===== src/rtl/c3sram_loader.sv =====
// c3sram_loader: request-side sequencer for the C3SRAM write/read controller.
// Takes a block command (base row, row count, direction). In write mode it
// pulls one row from the input stream per row and issues one write request
// per row. In readback mode it issues read requests and pushes the captured
// sense-amp data to the output stream.
//
// Build option: LOADER_READBACK_EN enables readback mode. Without it, mode_i
// is ignored, every block is a write, and wc_read_o/out_valid_o/out_data_o
// are tied to 0.
//
// Ports:
//   clk, nrst               clock, asynchronous active-low reset
//   start_i, mode_i         command strobe (taken only when idle), 0=write 1=read
//   base_addr_i, num_rows_i first row, row count (0..numRows)
//   in_valid_i/in_ready_o, in_data_i     write-data stream
//   out_valid_o/out_ready_i, out_data_o  readback stream
//   rd_data_i               sense-amp data, valid with wc_done_i during a read
//   wc_write_o, wc_read_o   one-cycle request pulses to the controller
//   wc_addr_o, wc_wr_data_o registered row address and write data
//   wc_ready_i, wc_done_i   controller idle flag and completion pulse
//   busy_o, finish_o        not idle; one-cycle block-complete pulse
module c3sram_loader #(
  parameter int numRows = 128,
  parameter int numCols = 32,
  localparam int AW = $clog2(numRows)
) (
  input  logic               clk,
  input  logic               nrst,
  input  logic               start_i,
  input  logic               mode_i,
  input  logic [AW-1:0]      base_addr_i,
  input  logic [AW:0]        num_rows_i,
  input  logic               in_valid_i,
  output logic               in_ready_o,
  input  logic [numCols-1:0] in_data_i,
  output logic               out_valid_o,
  input  logic               out_ready_i,
  output logic [numCols-1:0] out_data_o,
  input  logic [numCols-1:0] rd_data_i,
  output logic               wc_write_o,
  output logic               wc_read_o,
  output logic [AW-1:0]      wc_addr_o,
  output logic [numCols-1:0] wc_wr_data_o,
  input  logic               wc_ready_i,
  input  logic               wc_done_i,
  output logic               busy_o,
  output logic               finish_o
);

  localparam logic [AW-1:0] LAST_ROW = AW'(numRows - 1);
  localparam logic [AW-1:0] ADDR_ONE = AW'(1);
  localparam logic [AW:0]   ROWS_ONE = (AW+1)'(1);

  typedef enum logic [2:0] {
    S_IDLE,
    S_FETCH,
    S_ISSUE,
    S_WAIT
`ifdef LOADER_READBACK_EN
    , S_DRAIN
`endif
  } state_e;

  state_e               state_q, state_d;
  logic [AW-1:0]        addr_q, addr_d;
  logic [AW:0]          remaining_q, remaining_d;
  logic [numCols-1:0]   wdata_q, wdata_d;
  logic                 finish_q, finish_d;
`ifdef LOADER_READBACK_EN
  logic                 mode_q, mode_d;
  logic [numCols-1:0]   rdata_q, rdata_d;
`else
  logic                 unused_readback;
  assign unused_readback = ^{mode_i, rd_data_i, out_ready_i};
`endif

  // State register
  always_ff @(posedge clk or negedge nrst) begin
    if (!nrst) begin
      state_q     <= S_IDLE;
      addr_q      <= '0;
      remaining_q <= '0;
      wdata_q     <= '0;
      finish_q    <= 1'b0;
`ifdef LOADER_READBACK_EN
      mode_q      <= 1'b0;
      rdata_q     <= '0;
`endif
    end else begin
      state_q     <= state_d;
      addr_q      <= addr_d;
      remaining_q <= remaining_d;
      wdata_q     <= wdata_d;
      finish_q    <= finish_d;
`ifdef LOADER_READBACK_EN
      mode_q      <= mode_d;
      rdata_q     <= rdata_d;
`endif
    end
  end

  // Next-state logic
  always_comb begin
    state_d     = state_q;
    addr_d      = addr_q;
    remaining_d = remaining_q;
    wdata_d     = wdata_q;
    finish_d    = 1'b0;
`ifdef LOADER_READBACK_EN
    mode_d      = mode_q;
    rdata_d     = rdata_q;
`endif
    unique case (state_q)
      S_IDLE: begin
        if (start_i) begin
          addr_d      = base_addr_i;
          remaining_d = num_rows_i;
`ifdef LOADER_READBACK_EN
          mode_d      = mode_i;
`endif
          // Empty block completes without leaving idle.
          if (num_rows_i == '0) begin
            finish_d = 1'b1;
          end else begin
`ifdef LOADER_READBACK_EN
            state_d = mode_i ? S_ISSUE : S_FETCH;
`else
            state_d = S_FETCH;
`endif
          end
        end
      end
      S_FETCH: begin
        if (in_valid_i) begin
          wdata_d = in_data_i;
          state_d = S_ISSUE;
        end
      end
      S_ISSUE: begin
        if (wc_ready_i) begin
          state_d = S_WAIT;
        end
      end
      S_WAIT: begin
        if (wc_done_i) begin
          remaining_d = remaining_q - ROWS_ONE;
          addr_d      = (addr_q == LAST_ROW) ? '0 : addr_q + ADDR_ONE;
`ifdef LOADER_READBACK_EN
          if (mode_q) begin
            rdata_d = rd_data_i;
            state_d = S_DRAIN;
          end else
`endif
          if (remaining_q == ROWS_ONE) begin
            finish_d = 1'b1;
            state_d  = S_IDLE;
          end else begin
            state_d = S_FETCH;
          end
        end
      end
`ifdef LOADER_READBACK_EN
      S_DRAIN: begin
        // remaining_q was already decremented when the row completed.
        if (out_ready_i) begin
          if (remaining_q != '0) begin
            state_d = S_ISSUE;
          end else begin
            finish_d = 1'b1;
            state_d  = S_IDLE;
          end
        end
      end
`endif
      default: state_d = S_IDLE;
    endcase
  end

  // Outputs
  always_comb begin
    in_ready_o  = (state_q == S_FETCH);
    wc_write_o  = 1'b0;
    wc_read_o   = 1'b0;
    out_valid_o = 1'b0;
    out_data_o  = '0;
    if ((state_q == S_ISSUE) && wc_ready_i) begin
`ifdef LOADER_READBACK_EN
      wc_read_o  = mode_q;
      wc_write_o = !mode_q;
`else
      wc_write_o = 1'b1;
`endif
    end
`ifdef LOADER_READBACK_EN
    out_valid_o = (state_q == S_DRAIN);
    out_data_o  = rdata_q;
`endif
  end

  assign wc_addr_o    = addr_q;
  assign wc_wr_data_o = wdata_q;
  assign busy_o       = (state_q != S_IDLE);
  assign finish_o     = finish_q;

endmodule


===== config.mk =====
export PLATFORM = sky130hd
export DESIGN_NAME = c3sram_loader
export DESIGN_NICKNAME = d
export VERILOG_FILES = /design/src/rtl/c3sram_loader.sv
export SDC_FILE = /design/constraint.sdc
export NUM_CORES = 1
export LEC_CHECK = 0
export ABC_AREA = 1
export BUFFER_PORTS_ARGS = -buffer_cell sky130_fd_sc_hd__buf_2
export CORE_MARGIN = 2
export CORE_UTILIZATION = 45
export CTS_CLUSTER_SIZE = 12
export DETAILED_ROUTE_END_ITERATION = 6
export PLACE_DENSITY = 0.88
export SLEW_MARGIN = 20
export SYNTH_ARGS = -nofsm -noshare
export SYNTH_HDL_FRONTEND = slang
export SYNTH_SLANG_ARGS = --single-unit

===== constraint.sdc =====
create_clock -name clk -period 2.7 [get_ports clk]
set_input_delay 0.135 -clock clk [delete_from_list [all_inputs] [get_ports clk]]
set_output_delay 0.135 -clock clk [all_outputs]
set_load 0.05 [all_outputs]

==> flow_metrics.py, run 1 <==
metrics = {
    "status": {
        "outcome": "finished clean",
    },
    "cts": {
        "cts_resized": 0,
        "numCtsBuffers": 5,
        "cts_setup_buffers": 0,
        "clock_latency_ns": 0.29,
        "cts_max_level": 2,
        "root_buffer": "clkbuf_8",
        "clk_pin_slew_worst_paths_ns": 0.09,
        "clockBufferDepth": 2,
        "cts.sinks": 50,
        "cts_tree": "yes",
    },
    "logic_synthesis": {
        "synth_area_per_cell_sq_um": 9.571,
        "synth_area_sq_um": 2756,
        "ys_seq_area_share_pct": 45.39,
        "synth_top_area_share_pct": 45.39,
        "ys_seq_elements": 50,
        "async_reset_ff_share_pct": 100.0,
        "synth_area_leader_cell": "dfrtp_1",
        "synth_warnings": 0,
        "synth_area_leaders": "dfrtp_1 (45%), mux2_2 (13%), buf_4 (9.3%)",
        "synthFlopType": "dfrtp_1",
        "syn_inst": 288,
        "ys_top_cells_by_count": "dfrtp_1 (50), nand2_1 (43), buf_4 (34)",
        "synth_most_common_cell": "dfrtp_1",
        "synth_edf_count": 0,
        "synth_cell_types": 28,
    },
    "global_routing": {
        "grt_max_degree": 51,
        "grt_overflow": 0,
        "antenna_found_initial": 0,
        "grt_pass1_vias": 1879,
        "grt_use_total_pct": 15.44,
        "grt_pass1_wl_um": 8114,
    },
    "hold_path": {
        "holdCritPathClass": "primary input to flop",
    },
    "floorplanning": {
        "io_pins": 164,
        "fp.coreArea_sq_um": 5921,
        "die_w_um": 82.27,
        "die_area_sq_um": 6768,
        "dieHeight_um": 82.27,
        "num_rows": 28,
        "start_util_pct": 46.56,
    },
    "pwr": {
        "p_comb_share_pct": 61.0,
        "seqPwrFrac_pct": 28.5,
        "powerDensity_nw_per_um2": 1491,
        "swShare_pct": 53.89,
        "power_frac_clock_pct": 10.4,
        "power.internal_w": 0.002248,
        "power.switching_w": 0.002627,
        "vdd_drop_max_uv": 727.7,
        "power_leakage_nw": 1.702,
    },
    "critical_path": {
        "worstPathRequired_ns": 2.88,
        "critPathKind": "flop to flop",
        "cp_max_fo": 18,
        "cp.arrival_ns": 1.91,
        "start_kind": "flop",
        "cp-end-kind": "flop",
    },
    "placed_design": {
        "gp_congestion": 0.8589,
        "pre_cts_ws_ns": 0.9622,
        "io_buffers": 95,
        "dpl.hpwl_um": 3974,
    },
    "final_layout": {
        "regArea_sq_um": 1251,
        "fillers": 555,
        "layout-drive-gt1-share_pct": 39.74,
        "fin_nets": 478,
        "antenna_cells": 0,
        "area_delta_synth_final_pct": 18.61,
        "multi_input_area_sq_um": 1212,
    },
    "route": {
        "avgRoutedWirePerCell_um": 11.22,
        "drc": 0,
        "drt-initial-drc-count": 57,
        "vias": 2134,
        "viasPerCell": 4.639,
        "ant_nets": 0,
        "wl_um": 5163,
        "dr.pass1.iters": 4,
    },
    "timing": {
        "final-setup-viol-count": 0,
        "maxSlewHeadroom_pct": 58.31,
        "finalCritPeriodShare_pct": 64.21,
        "worstMarginPinSlew_ns": 0.6254,
        "fin_crit_ns": 1.734,
        "hold_slack_ns": 0.06916,
        "fin_ws_ns": 0.9662,
        "tns_ns": 0,
        "maxSlewViolCount": 0,
        "rsz0062_at_grt": "false",
        "fmax_mhz": 576.8,
        "fin_skew_ns": 0.002035,
        "hold_viol_final": 0,
    },
    "run": {
        "drv_cap": 0,
    },
}
critical path, stage by stage, from the launching register on:
cell     delay, ns
dfrtp_1       0.42
ha_1          0.20
buf_4         0.19
inv_4         0.20
nand2_4       0.08
nand3_4       0.19
inv_4         0.14
a21oi_1       0.15
a21oi_1       0.05
cell usage in the layout (no fill, tap or decap), types with 5 or more instances in the layout:
master / count
buf_2: 94
dfrtp_1: 50
nand2_1: 43
conb_1: 34
mux2_2: 32
nor2_1: 28
inv_1: 22
nand3_1: 12
o21ai_0: 12
a21oi_1: 10
a21oi_2: 8
ha_1: 7
o21ai_1: 5
clkbuf_8: 5
per-layer routing:
metal,global-route usage [%],wire length (um),up-vias
li1,-,-,1049
met1,17.71,2057,988
met2,28.47,2660,92
met3,3.370,400,5
met4,4.667,45,0
met5,0,0,-
registers in the layout, indices dropped and copies added (netlist names):
register and count:
state_q 2, wc_wr_data_o 32, finish_o 1, remaining_q 8, wc_addr_o 7
repair_timing:
| action | CTS | global route |
|---|---|---|
| hold buffers | 0 | 1 |
| endpoints found under the hold margin | 0 | 50 |
| endpoints found under the setup margin | 0 | 0 |
power by group through the flow:
stage | registers (W) | clock network (W) | logic (W)
after global placement | 0.00138 | 0 | 0.00294
after floorplan | 0.00243 | 0 | 0.00144
after CTS | 0.00139 | 0.000530 | 0.00300
final | 0.00139 | 0.000508 | 0.00298
after global routing | 0.00144 | 0.000562 | 0.00325
after detailed placement | 0.00141 | 0 | 0.00300
layout make-up:
type | instances | share of cell area [%]
clock inverters | 2 | 1.148
well taps | 75 | 2.870
flip-flops and latches | 50 | 38.27
repair buffers | 98 | 15.38
clock buffers | 6 | 2.220
multi-input cells | 204 | 37.08
inverters | 25 | 3.023
worst paths after layout:
path / start / endpoint / slack [ns] / depth (start not counted)
worst max-delay path: state_q[0] / remaining_q[3] / 0.97 / 8
worst min-delay path: in_data_i[26] / wc_wr_data_o[26] / 0.07 / 2
worst max register to register: state_q[0] / remaining_q[3] / 0.97 / 8
min in group asynchronous: nrst / wc_addr_o[5] / 0.39 / 2
worst min register to register: wc_wr_data_o[26] / wc_wr_data_o[26] / 0.51 / 1
max in group asynchronous: nrst / remaining_q[0] / 1.88 / 2
stage by stage:
stage | instances | instance area (sq um) | power [W] | utilization [%]
2_1_floorplan | 321 | 2880 | 0.003874 | -
3_3_place_gp | 451 | 3147 | 0.004317 | 53.15
3_5_place_dp | 451 | 3147 | 0.004404 | 53.15
4_1_cts | 459 | 3257 | 0.004927 | 55.01
5_1_grt | 460 | 3269 | 0.005249 | 55.22
6_report | 460 | 3269 | 0.004875 | 55.22
logic make-up after synthesis:
group	Yosys count	share of synthesized area, %
AOI/OAI and AO/OA	37	7.944
xor gates and xnor gates	3	0.9534
adders and majority gates	7	3.177
buffers and inverters	67	15.12
DFF	50	45.39
muxes	32	13.07
other	1	0.1360
and+or+nand+nor	91	14.21
Power figures use the tool's default switching activity.
==> run 2, diff against run 1 <==
--- a/config.mk
+++ b/config.mk
@@ -8,10 +8,10 @@
 export ABC_AREA = 1
 export BUFFER_PORTS_ARGS = -buffer_cell sky130_fd_sc_hd__buf_2
 export CORE_MARGIN = 2
-export CORE_UTILIZATION = 45
+export CORE_UTILIZATION = 44
 export CTS_CLUSTER_SIZE = 12
 export DETAILED_ROUTE_END_ITERATION = 6
-export PLACE_DENSITY = 0.88
+export PLACE_DENSITY = 0.86
 export SLEW_MARGIN = 20
 export SYNTH_ARGS = -nofsm -noshare
 export SYNTH_HDL_FRONTEND = slang
==> constraint.sdc (replaced) <==
create_clock -name clk -period 1.7 [get_ports clk]
set_input_delay 0.085 -clock clk [delete_from_list [all_inputs] [get_ports clk]]
set_output_delay 0.085 -clock clk [all_outputs]
set_load 0.05 [all_outputs]
==> run 2 against run 1 <==
  * Flip-flop and latch count did not move
  * Non-clock buffer count rose by 8
  * Routed wire length rose by 10%
  * Via count rose by 3.9%
  * Highest routed layer unchanged
  * Worst setup slack got worse by 0.85 ns
  * Power rose by 63%
  * Register-to-register slack got worse by 0.85 ns
  * Critical endpoint is now remaining_q[4]
  * Utilization rose by 1.1 points
  * Final cell count rose by 1.7%
==> flow_metrics.py, run 2 (synthesis gave the netlist of run 1 again) <==
metrics = {
    "global_routing": {
        "grt_pass1_wl_um": 9190,
        "grt_overflow": 0,
        "grt_max_degree": 33,
        "grt_use_total_pct": 16.19,
        "grt_pass1_vias": 2122,
        "antenna_found_initial": 0,
    },
    "critical_path": {
        "worstPathRequired_ns": 1.93,
        "cp-end-kind": "flop",
        "cp_max_fo": 7,
        "r2r_end": "remaining_q[4]",
        "critPathKind": "flop to flop",
        "start_kind": "flop",
        "r2r_cells": 6,
        "r2r_start": "state_q[0]",
        "cp.arrival_ns": 1.81,
        "reg2reg_slack_ns": 0.12,
    },
    "timing": {
        "worstMarginPinSlew_ns": 0.5574,
        "rsz0062_at_grt": "false",
        "hold_slack_ns": 0.01670,
        "final-setup-viol-count": 0,
        "maxSlewViolCount": 0,
        "hold_viol_final": 0,
        "fin_crit_ns": 1.584,
        "finalCritPeriodShare_pct": 93.18,
        "fmax_mhz": 631.3,
        "maxSlewHeadroom_pct": 62.84,
        "tns_ns": 0,
        "fin_skew_ns": 0.005802,
    },
    "placed_design": {
        "dpl.hpwl_um": 4359,
        "dpl_cell_area_sq_um": 3197,
        "io_buffers": 95,
        "gp_congestion": 0.8639,
    },
    "cts": {
        "cts_tree": "yes",
        "clock_latency_ns": 0.30,
        "clk_pin_slew_worst_paths_ns": 0.09,
        "numCtsBuffers": 5,
        "root_buffer": "clkbuf_8",
        "cts_max_level": 2,
        "clockBufferDepth": 2,
        "cts.sinks": 50,
    },
    "final_layout": {
        "layout-drive-gt1-share_pct": 40.71,
        "fin_nets": 487,
        "layout_common_cells": "buf_2 (95), dfrtp_1 (50), nand2_1 (43)",
        "postLayoutCellArea_sq_um": 3374,
        "fillers": 549,
        "final_common_cell": "buf_2",
        "antenna_cells": 0,
        "largest_reg_flops": 32,
        "area_delta_synth_final_pct": 22.42,
    },
    "pwr": {
        "vdd_drop_max_uv": 1152,
        "power_leakage_nw": 1.755,
        "total_power_w": 0.007965,
        "powerDensity_nw_per_um2": 2360,
    },
    "floorplanning": {
        "fp.coreArea_sq_um": 5991,
        "die_area_sq_um": 6914,
        "dieHeight_um": 83.15,
        "die_w_um": 83.15,
        "num_rows": 28,
        "start_util_pct": 46.01,
        "io_pins": 164,
    },
    "hold_path": {
        "hold_start": "in_data_i[2]",
        "holdCritPathClass": "primary input to flop",
        "min_path_cells": 2,
        "min_to": "wc_wr_data_o[2]",
    },
    "route": {
        "dr.pass1.iters": 5,
        "vias": 2217,
        "ant_nets": 0,
        "wl_um": 5697,
        "viasPerCell": 4.737,
        "drt-initial-drc-count": 72,
        "drc": 0,
        "avgRoutedWirePerCell_um": 12.17,
    },
    "run": {
        "drv_cap": 0,
    },
    "status": {
        "outcome": "finished clean",
    },
}
-- run 2: per-layer routing --
layer  vias to the layer above  share of wire [%]  track usage [%]
met5                         -                  0                0
met4                         0                2.5            7.154
met3                        13                7.9            2.883
met2                       112                 52            29.25
met1                      1016                 38            18.61
li1                       1076                  -                -
-- run 2: worst max-delay path: stages (launching register included) --
cell and delay, ns:
dfrtp_1 0.42, ha_1 0.28, inv_4 0.07, buf_4 0.17, nor3_1 0.27, a21boi_0 0.16
o21ai_1 0.14
-- run 2: area by class of cell --
cell class | instances | area, sq um | area share (%)
Clock buffer | 5 | 68.82 | 2.039
Clock inverter | 2 | 38.79 | 1.149
Inverter | 25 | 103.9 | 3.078
Multi-Input combinational cell | 205 | 1225 | 36.30
Sequential cell | 50 | 1251 | 37.08
Tap cell | 75 | 93.84 | 2.781
Timing Repair Buffer | 106 | 593.1 | 17.58
-- run 2: timing repair --
item	CTS	global route
endpoints found under the setup margin	0	7
buffers inserted	0	2
hold buffers	4	0
hold endpoints to repair	25	0
gates resized for setup	0	2
-- run 2: where the power goes --
group	switching (W)	total, W	leakage [nW]	internal, W
Combinational	0.00349	0.00495	1.11	0.00146
Sequential	0.000411	0.00221	0.591	0.00180
Clock	0.000372	0.000805	0.0542	0.000433
-- run 2: worst max path at each step --
stage                     startpoint  slack (ns)               end  cells past startpoint
after floorplan           state_q[1]        0.12  wc_wr_data_o[10]                      5
after global placement    state_q[0]        0.16    remaining_q[3]                      7
after detailed placement  state_q[0]        0.08    remaining_q[3]                      7
after CTS                 state_q[0]        0.06    remaining_q[3]                      7
after global routing      state_q[0]        0.01    remaining_q[4]                      6
final                     state_q[0]        0.12    remaining_q[4]                      6
-- run 2: metrics by stage --
stage	utilization, %	instances	worst slack, ns
floorplan	-	321	0.1225
global placement	53.36	454	0.1641
detailed placement	53.36	454	0.08234
CTS	55.83	465	0.06187
global route	56.33	468	0.009917
finish	56.33	468	0.1160
==> run 3, diff against run 2 <==
--- a/config.mk
+++ b/config.mk
@@ -5,7 +5,6 @@
 export SDC_FILE = /design/constraint.sdc
 export NUM_CORES = 1
 export LEC_CHECK = 0
-export ABC_AREA = 1
 export BUFFER_PORTS_ARGS = -buffer_cell sky130_fd_sc_hd__buf_2
 export CORE_MARGIN = 2
 export CORE_UTILIZATION = 44
==> run 3 against run 2 <==
  * The run now ends with negative setup slack left
  * Clock skew rose by 0.0072 ns
  * Routed wire length rose by 14%
  * Power rose by 9.1%
  * Synthesized area fell by 1.4%
  * Flip-flop and latch count did not move
  * Final cell count fell by 4.7%
  * Largest cell class is now multi-input combinational cells
==> flow_metrics.py, run 3 <==
metrics = {
    "final_layout": {
        "area_delta_synth_final_pct": 32.14,
        "final_common_cell": "buf_2",
        "largest_reg_flops": 32,
        "postLayoutCellArea_sq_um": 3591,
        "antenna_cells": 0,
        "layout_common_cells": "buf_2 (95), dfrtp_1 (49), conb_1 (34)",
        "layout-drive-gt1-share_pct": 53.37,
        "fin_nets": 464,
    },
    "cts": {
        "numCtsBuffers": 5,
        "cts.sinks": 50,
        "cts_tree": "yes",
        "clockBufferDepth": 2,
        "root_buffer": "clkbuf_8",
        "clock_latency_ns": 0.31,
        "cts_max_level": 2,
        "clk_pin_slew_worst_paths_ns": 0.10,
    },
    "status": {
        "violations": "negative setup slack",
        "outcome": "finished, violations left",
    },
    "critical_path": {
        "cp-end-kind": "flop",
        "cpPeakStageDelay_ns": 0.54,
        "start_kind": "flop",
        "cp.arrival_ns": 1.99,
        "worstPathRequired_ns": 1.88,
        "crit_chain": "inv_2 -> ha_4 -> and4_4 -> or4_4 -> mux2_4",
        "critical_path.slowest_cell": "or4_4",
        "critPathKind": "flop to flop",
        "cp_max_fo": 4,
    },
    "logic_synthesis": {
        "syn_inst": 246,
        "synth_area_leader_cell": "dfrtp_1",
        "synth_area_per_cell_sq_um": 11.05,
        "ys_top_cells_by_count": "dfrtp_1 (50), buf_4 (34), mux2_2 (32)",
        "synth_top_area_share_pct": 46.04,
        "async_reset_ff_share_pct": 100.0,
        "ys_seq_elements": 50,
        "synthFlopType": "dfrtp_1",
        "synth_area_leaders": "dfrtp_1 (46%), mux2_2 (13%), buf_4 (9.4%)",
        "synth_area_sq_um": 2718,
        "ys_seq_area_share_pct": 46.04,
        "synth_cell_types": 47,
        "synth_warnings": 0,
        "synth_edf_count": 0,
        "synth_most_common_cell": "dfrtp_1",
    },
    "pwr": {
        "powerDensity_nw_per_um2": 2421,
        "vdd_drop_max_uv": 1391,
        "power_leakage_nw": 1.758,
        "total_power_w": 0.008693,
    },
    "route": {
        "vias": 2219,
        "drt-initial-drc-count": 56,
        "dr.pass1.iters": 4,
        "viasPerCell": 4.975,
        "ant_nets": 0,
        "avgRoutedWirePerCell_um": 14.54,
        "wl_um": 6485,
        "drc": 0,
    },
    "timing": {
        "maxSlewViolCount": 0,
        "fmax_mhz": 554.3,
        "tns_ns": -0.3153,
        "final-setup-viol-count": 24,
        "fin_crit_ns": 1.804,
        "maxSlewHeadroom_pct": 64.67,
        "rsz0062_at_grt": "true",
        "fin_skew_ns": 0.01297,
        "finalCritPeriodShare_pct": 106.1,
        "fin_ws_ns": -0.1042,
        "hold_viol_final": 0,
        "worstMarginPinSlew_ns": 0.5299,
    },
    "floorplanning": {
        "num_rows": 28,
        "start_util_pct": 45.63,
        "die_w_um": 82.59,
        "dieHeight_um": 82.59,
        "io_pins": 164,
        "fp.coreArea_sq_um": 5956,
        "die_area_sq_um": 6821,
    },
    "placed_design": {
        "dpl.hpwl_um": 4742,
        "gp_congestion": 0.8458,
        "pre_cts_ws_ns": -0.1055,
        "io_buffers": 95,
        "dpl_cell_area_sq_um": 3299,
    },
    "run": {
        "drv_cap": 0,
    },
    "global_routing": {
        "grt_max_degree": 33,
        "grt_use_total_pct": 17.72,
        "grt_overflow": 0,
        "grt_pass1_wl_um": 9232,
        "grt_pass1_vias": 2008,
        "antenna_found_initial": 0,
    },
    "hold_path": {
        "holdCritPathClass": "primary input to flop",
    },
}
## run 3: cell count changes in the layout (fill, tap and decap cells not counted), moves of 5 or more
cell,before,now
nand2_1,43,11
buf_4,5,23
inv_1,22,5
nor2_1,28,13
o21ai_0,12,2
a21oi_2,8,1
nand3_1,12,5
buf_6,0,5
inv_2,1,6
o22ai_1,0,5
## run 3: repair_timing
item | in CTS | in global routing
setup endpoints to repair | 17 | 47
gates resized for setup | 7 | 19
gates cloned | 1 | 0
hold buffers | 1 | 0
hold endpoints to repair | 19 | 0
setup buffers | 4 | 4
pin swaps | 3 | 2
## run 3: logic make-up (layout without fill, tap and decap cells)
logic type / after synthesis / in the layout / synth area share [%]
flip-flops: 50 / 50 / 46.04
buffers and inverters: 54 / 145 / 13.40
adder cells (fa/ha/maj): 7 / 7 / 3.223
other: 1 / 34 / 0.1380
multiplexers: 36 / 36 / 15.10
AO/OA/AOI/OAI: 44 / 44 / 11.05
AND/OR/NAND/NOR: 54 / 55 / 11.05
## run 3: final cells by class
type	count	area (sq um)
fill	498	2365
clock buffer	6	72.57
timing repair buffer	126	754.5
clock inverter	2	37.54
sequential	50	1252
inverter	11	41.29
tap	75	93.84
multi-input combinational	176	1339
## run 3: critical path: cells and delay by family (launching register included)
family	cells	cell delay, ns
fa+ha+maj	1	0.18
buf+inv	1	0.08
flops	1	0.43
mux	1	0.32
simple gates	2	0.69
## run 3: per-layer routing
metal / GRT usage [%] / vias up / part of all wire, %
li1: - / 1050 / -
met1: 20.76 / 1052 / 41
met2: 32.18 / 109 / 49
met3: 4.783 / 8 / 9.2
met4: 4.098 / 0 / 0.94
met5: 0 / - / 0
## run 3: stage by stage
step	utilization [%]	hold WS, ns	instances
floorplan	-	-0.2106	279
global placement	55.40	0.08364	428
detailed placement	55.40	0.08618	428
CTS	58.45	0.01166	442
global route	60.29	0.005763	446
finish	60.29	0.01808	446
## run 3: where the power goes
part,switching [W],internal (W)
Clock,0.000394,0.000439
Combinational,0.00356,0.00206
Sequential,0.000448,0.00180
## run 3: final timing paths
| check | slack, ns | startpoint | endpoint | cells after the start |
|---|---|---|---|---|
| worst max-delay path | -0.10 | state_q[1] | state_q[0] | 5 |
| max in group asynchronous | 0.87 | nrst | wc_wr_data_o[4] | 3 |
| worst max register to register | -0.10 | state_q[1] | state_q[0] | 5 |
| min in group asynchronous | 0.29 | nrst | remaining_q[6] | 2 |
| worst min register to register | 0.51 | wc_wr_data_o[18] | wc_wr_data_o[18] | 1 |
| worst min-delay path | 0.02 | in_data_i[2] | wc_wr_data_o[2] | 2 |
